<file path="src/rtl/vec_pkg.sv">
// ----------------------------------------------------------------------------
// vec_pkg
// Shared definitions for the vector write-back path: width helpers, the bit
// positions of the functional-unit result word {valid, mask, data}, and the
// collector FSM state encoding.
// ----------------------------------------------------------------------------
package vec_pkg;

    // ceil(log2(v)); 0 for v <= 1
    function automatic int log2c(input int v);
        int r;
        r = 0;
        while ((1 << r) < v) begin
            r = r + 1;
        end
        return r;
    endfunction

    // Index width for a count of v items, never narrower than one bit
    function automatic int bitwidth(input int v);
        return (log2c(v) < 1) ? 1 : log2c(v);
    endfunction

    // Result word layout: [dw+1]=valid, [dw]=mask, [dw-1:0]=data
    function automatic int res_valid_pos(input int dw);
        return dw + 1;
    endfunction

    function automatic int res_mask_pos(input int dw);
        return dw;
    endfunction

    typedef enum logic {
        ST_IDLE    = 1'b0,
        ST_COLLECT = 1'b1
    } state_e;

endpackage

</file>
<file path="src/rtl/vec_wb_fifo.sv">
// ----------------------------------------------------------------------------
// vec_wb_fifo
// Synchronous FIFO with registered storage and combinational head output.
// A push while full is only taken when a pop happens in the same cycle; a pop
// while empty is ignored. Pointers wrap naturally (DEPTH is a power of two).
// Ports:
//   clk, rst   clock, synchronous active-high reset (empties, zeroes storage)
//   push, din  write request and data
//   pop        remove head
//   dout       current head entry
//   count      occupancy, log2(DEPTH)+1 bits
//   full/empty occupancy flags
// ----------------------------------------------------------------------------
module vec_wb_fifo
    import vec_pkg::*;
#(
    parameter int WIDTH = 8,
    parameter int DEPTH = 4,
    localparam int PW   = log2c(DEPTH),
    localparam int CW   = PW + 1
) (
    input  logic             clk,
    input  logic             rst,
    input  logic             push,
    input  logic             pop,
    input  logic [WIDTH-1:0] din,
    output logic [WIDTH-1:0] dout,
    output logic [CW-1:0]    count,
    output logic             full,
    output logic             empty
);

    logic [WIDTH-1:0] mem_q [DEPTH];
    logic [WIDTH-1:0] mem_d [DEPTH];
    logic [PW-1:0]    wr_ptr_q, wr_ptr_d;
    logic [PW-1:0]    rd_ptr_q, rd_ptr_d;
    logic [CW-1:0]    count_q, count_d;
    logic             do_push, do_pop;

    assign full  = (count_q == CW'(DEPTH));
    assign empty = (count_q == '0);
    assign count = count_q;
    assign dout  = mem_q[rd_ptr_q];

    always_comb begin
        do_pop  = pop && !empty;
        do_push = push && (!full || do_pop);
        mem_d   = mem_q;
        if (do_push) begin
            mem_d[wr_ptr_q] = din;
        end
        wr_ptr_d = wr_ptr_q + PW'(do_push);
        rd_ptr_d = rd_ptr_q + PW'(do_pop);
        count_d  = count_q + CW'(do_push) - CW'(do_pop);
    end

    always_ff @(posedge clk) begin
        if (rst) begin
            for (int i = 0; i < DEPTH; i++) begin
                mem_q[i] <= '0;
            end
            wr_ptr_q <= '0;
            rd_ptr_q <= '0;
            count_q  <= '0;
        end else begin
            mem_q    <= mem_d;
            wr_ptr_q <= wr_ptr_d;
            rd_ptr_q <= rd_ptr_d;
            count_q  <= count_d;
        end
    end

endmodule

</file>
<file path="src/rtl/vec_wb_collector.sv">
// ----------------------------------------------------------------------------
// vec_wb_collector
// Collects the per-element result stream of a vector functional unit, tags
// each element with its index, drops masked-off elements, buffers survivors
// and writes them to the destination vector register via an arbitrated port.
// Ports:
//   clk, rst              clock, synchronous active-high reset
//   start                 begin one instruction (taken only when idle)
//   dest_reg, VLR         destination register / vector length, sampled on start
//   res_in                {valid, mask, data} from the functional unit
//   wr_req/wr_gnt         bank write handshake for the FIFO head
//   wr_reg/wr_idx/wr_data head write: register, element index, data
//   busy                  instruction in progress
//   done                  one-cycle completion pulse
//   overflow              sticky, a surviving element was lost to a full FIFO
// ----------------------------------------------------------------------------
module vec_wb_collector
    import vec_pkg::*;
#(
    parameter int DATA_WIDTH = 32,
    parameter int MVL        = 32,
    parameter int FIFO_DEPTH = 4,
    parameter int VREG_W     = 3,
    parameter int ID         = 0,
    localparam int IDX_W     = bitwidth(MVL)
) (
    input  logic                  clk,
    input  logic                  rst,
    input  logic                  start,
    input  logic [VREG_W-1:0]     dest_reg,
    input  logic [IDX_W:0]        VLR,
    input  logic [DATA_WIDTH+1:0] res_in,
    output logic                  wr_req,
    input  logic                  wr_gnt,
    output logic [VREG_W-1:0]     wr_reg,
    output logic [IDX_W-1:0]      wr_idx,
    output logic [DATA_WIDTH-1:0] wr_data,
    output logic                  busy,
    output logic                  done,
    output logic                  overflow
);

    localparam int CW = log2c(FIFO_DEPTH) + 1;
    localparam int FW = IDX_W + DATA_WIDTH;

    state_e              state_q, state_d;
    logic [IDX_W:0]      vlr_q, vlr_d;
    logic [VREG_W-1:0]   dreg_q, dreg_d;
    logic [IDX_W:0]      in_cnt_q, in_cnt_d;
    logic                done_q, done_d;
    logic                ovf_q, ovf_d;

    logic                res_valid, res_mask;
    logic                accept, push_req, push, pop;
    logic                fifo_full, fifo_empty;
    logic [CW-1:0]       fifo_count, count_nxt;
    logic [FW-1:0]       fifo_dout;

    assign res_valid = res_in[res_valid_pos(DATA_WIDTH)];
    assign res_mask  = res_in[res_mask_pos(DATA_WIDTH)];

    vec_wb_fifo #(
        .WIDTH (FW),
        .DEPTH (FIFO_DEPTH)
    ) u_fifo (
        .clk   (clk),
        .rst   (rst),
        .push  (push),
        .pop   (pop),
        .din   ({in_cnt_q[IDX_W-1:0], res_in[DATA_WIDTH-1:0]}),
        .dout  (fifo_dout),
        .count (fifo_count),
        .full  (fifo_full),
        .empty (fifo_empty)
    );

    always_comb begin
        state_d  = state_q;
        vlr_d    = vlr_q;
        dreg_d   = dreg_q;
        in_cnt_d = in_cnt_q;
        done_d   = 1'b0;
        ovf_d    = ovf_q;

        accept   = (state_q == ST_COLLECT) && res_valid && (in_cnt_q < vlr_q);
        push_req = accept && res_mask;
        pop      = !fifo_empty && wr_gnt;
        // A full FIFO can still take an element if the head leaves this cycle
        push     = push_req && (!fifo_full || pop);
        count_nxt = fifo_count + CW'(push) - CW'(pop);

        if (push_req && !push) begin
            ovf_d = 1'b1;
        end
        if (accept) begin
            in_cnt_d = in_cnt_q + 1'b1;
        end

        case (state_q)
            ST_IDLE: begin
                if (start) begin
                    vlr_d    = VLR;
                    dreg_d   = dest_reg;
                    in_cnt_d = '0;
                    state_d  = ST_COLLECT;
                end
            end
            ST_COLLECT: begin
                // Finish on the edge where the last element is counted and the
                // FIFO drains, so done lands in the cycle after the final grant
                if ((in_cnt_d == vlr_q) && (count_nxt == '0)) begin
                    state_d = ST_IDLE;
                    done_d  = 1'b1;
                end
            end
            default: state_d = ST_IDLE;
        endcase
    end

    always_ff @(posedge clk) begin
        if (rst) begin
            state_q  <= ST_IDLE;
            vlr_q    <= '0;
            dreg_q   <= '0;
            in_cnt_q <= '0;
            done_q   <= 1'b0;
            ovf_q    <= 1'b0;
        end else begin
            state_q  <= state_d;
            vlr_q    <= vlr_d;
            dreg_q   <= dreg_d;
            in_cnt_q <= in_cnt_d;
            done_q   <= done_d;
            ovf_q    <= ovf_d;
        end
    end

    assign wr_req   = !fifo_empty;
    assign wr_reg   = dreg_q;
    assign wr_idx   = fifo_dout[FW-1:DATA_WIDTH];
    assign wr_data  = fifo_dout[DATA_WIDTH-1:0];
    assign busy     = (state_q == ST_COLLECT);
    assign done     = done_q;
    assign overflow = ovf_q;

endmodule

</file>
<file path="config.mk">
export PLATFORM = sky130hd
export DESIGN_NAME = vec_wb_collector
export DESIGN_NICKNAME = d
export VERILOG_FILES = /design/src/rtl/vec_pkg.sv /design/src/rtl/vec_wb_fifo.sv /design/src/rtl/vec_wb_collector.sv
export SDC_FILE = /design/constraint.sdc
export NUM_CORES = 1
export LEC_CHECK = 0
export CELL_PAD_IN_SITES_DETAIL_PLACEMENT = 1
export CELL_PAD_IN_SITES_GLOBAL_PLACEMENT = 2
export CORE_ASPECT_RATIO = 1.25
export CORE_MARGIN = 2
export CORE_UTILIZATION = 34
export DETAILED_ROUTE_END_ITERATION = 7
export MAX_ROUTING_LAYER = met4
export PLACE_DENSITY = 0.77
export REMOVE_ABC_BUFFERS = 1
export SLEW_MARGIN = 20
export SYNTH_ARGS = -nofsm -noshare
export SYNTH_HDL_FRONTEND = slang
export SYNTH_SLANG_ARGS = --single-unit
</file>
<file path="constraint.sdc">
create_clock -name clk -period 4.05 [get_ports clk]
set_input_delay 0.405 -clock clk [delete_from_list [all_inputs] [get_ports clk]]
set_output_delay 0.405 -clock clk [all_outputs]
set_load 0.05 [all_outputs]
</file>
==> results.yml <==
outcome:
  status: "complete, no violations"
power_and_ir_drop:
  ir_drop_mv: 0.309
  internal-power_mw: 3.19
  switchingPower_mw: 1.20
  power.leakage_nw: 3.01
  switching_share: 0.273
  p_clk_frac: 0.413
  p_total_mw: 4.39
  powerDensity_nw_per_um2: 478
  p_seq_frac: 0.416
  comb_power_share: 0.171
finish:
  drive_above_1_share: 0.109
  largest_reg_flops: 148
  layout_commonest_cell: "nand2_1"
  finalNetCount: 986
  design_area_um2: 9200
  layout_common_cells: "nand2_1 (320), dfxtp_1 (171), a21oi_1 (161), clkdlybuf4s50_1 (89), mux4_2 (37)"
  largestRegisters: "u_fifo.mem_q (148), in_cnt_q (6), vlr_q (6)"
  regMostFlops: "u_fifo.mem_q"
  area_growth_pct: 23.0
global_route:
  grt_pass1_wl_mm: 33.7
  grt_util_met1: 0.242
  overflow: 0
  grt_use_total: 0.193
  antenna_found_initial: 1
  grt_use_met2: 0.321
  grt_max_degree: 72
  grt_pass1_vias: 6245
  global_route.peak_usage_layer: "met2"
  gr-usage-met3: 0.0331
routing:
  drtIter0Drc: 243
  vias: 6076
  firstDrtPassIters: 4
  viasPerCell: 4.99
  wl_per_cell_um: 17.1
  drc: 0
  ant_nets: 0
  drt_wl_total_mm: 20.8
floorplan:
  fp.dieArea_um2: 23200
  core-area_um2: 21500
  die_h_um: 170
  rows: 60
  boundaryPins: 91
  floorplan.initialDensity: 0.347
  die_w_um: 137
placed_design:
  placedInstanceArea_um2: 8540
  place_congestion: 0.783
  hpwlAfterDp_mm: 12.6
  io_buffers: 90
  dp_slack_ns: 0.702
setup_path:
  worstPathRequired_ns: 4.41
  worstSetupEndpointType: "flip-flop"
  startpoint: "in_cnt_q[3]"
  worstPathArrival_ns: 3.70
  reg2reg_from: "in_cnt_q[3]"
  cp.buffers_inverters: 1
  crit_type: "flip-flop to flip-flop"
  crit_chain: "ha_1, a211o_1, nand2_1, o211a_4, nand3_4, inv_1, ha_1, fa_1, nor2_1, nand2_1, a31oi_1, nand4_1, a2111oi_2, nor2b_1"
  max_stage_delay_ns: 0.53
  slowest_stage: "dfxtp_1"
  crit_fanout: 9
  start_kind: "flip-flop"
  crit_family: "compound AO/OA/AOI/OAI gates"
min_path:
  hold_start: "u_fifo.mem_q[63]"
  hold_class: "flip-flop to flip-flop"
flow_run:
  drv_cap: 0
sta:
  min_period_ns: 3.34
  slew_headroom: 0.440
  setup_violations: 0
  finClkSkew_ns: 0.00755
  holdWs_ns: 0.450
  fin_ws_ns: 0.711
  worst_pin_slew_ns: 0.841
  hold_viol_final: 0
  fmax_mhz: 300
  fin_tns_setup_ns: 0
  drv_slew: 0
  rsz0062_at_grt: "false"
  fin_crit_sh: 0.824
yosys:
  netlist_instances: 859
  synth-edff-count: 0
  synth_top_area_frac: 0.463
  synth_seq_area_share: 0.463
  synth_cell_types: 44
  synthFlopType: "dfxtp_1"
  synth-async-reset-ratio: 0
  ys_seq_elements: 173
  syn_area_um2: 7480
  synth_top_cell_by_area: "dfxtp_1"
  syn-mean-instance-area_um2: 8.71
  ys_warn_count: 0
  synth.area.top_cells: "dfxtp_1 (46%), nand2_1 (16%), mux4_2 (11%)"
clock_tree:
  root_buffer: "clkbuf_16"
  clkTransAtPathRegs_ns: 0.06
  cts_tree: "done"
  holdBufCountCts: 0
  cts_setup_buffers: 0
  clkSinkCount: 173
  clock_path_buffers: 2
  insertion_delay_ns: 0.43
  h-tree-depth: 4
  cts_inserted_buffers: 17
  cts_resized: 0
cell usage after synthesis, types with 4 or more instances:
library cell	instances
a21oi_1	161
buf_2	16
buf_6	10
clkbuf_1	33
dfxtp_1	173
ha_1	12
inv_1	14
mux4_2	37
nand2_1	320
nand4_1	4
nor2_1	15
nor2b_1	5
xnor2_1	11
xor2_1	7
per-layer routing:
layer	vias up	part of all wire
met1	2955	0.47
met5	-	0
li1	3004	-
met3	22	0.033
met2	95	0.49
met4	0	0.011
per-stage QoR:
stage	instances	utilization
4_1_cts	1217	0.427
2_1_floorplan	797	-
5_1_grt	1218	0.427
3_5_place_dp	1185	0.396
3_3_place_gp	1185	0.396
6_report	1218	0.427
area by class of cell:
cell class / count / area (um2)
clock inverters: 14 / 215
fillers: 2521 / 12300
clock buffers: 18 / 439
repair buffers: 109 / 1040
multi-input cells: 609 / 3630
flip-flops and latches: 173 / 3470
diodes: 1 / 2.50
well taps: 279 / 349
inverters: 15 / 56.3
cells by family after synthesis:
| kind of cell | share of synthesized area |
|---|---|
| simple gates | 0.202 |
| compound gates | 0.126 |
| flops | 0.463 |
| buf+inv | 0.0518 |
| mux | 0.111 |
| xor+xnor | 0.0211 |
| fa+ha+maj | 0.0254 |
final timing paths:
| path | to | slack, ns | depth (start not counted) |
|---|---|---|---|
| worst max-delay path | done | 0.71 | 14 |
| worst min-delay path | u_fifo.mem_q[63] | 0.45 | 2 |
| worst max register to register | done | 0.71 | 14 |
| worst min register to register | u_fifo.mem_q[63] | 0.45 | 2 |
power groups by stage:
stage          sequential, mW  combinational [mW]  clock, mW
6_report                 1.83               0.749       1.82
5_1_grt                  1.84               0.835       1.93
4_1_cts                  1.83               0.767       1.86
3_5_place_dp             1.87               0.763          0
3_3_place_gp             1.87               0.758          0
2_1_floorplan            1.92               0.423          0
tightest hold or removal path, cell delays in order, from the launching register on:
cell and delay [ns]:
dfxtp_1 0.30, nand2_1 0.05, a21oi_1 0.05
No activity file was read; power rests on OpenSTA's default activity.
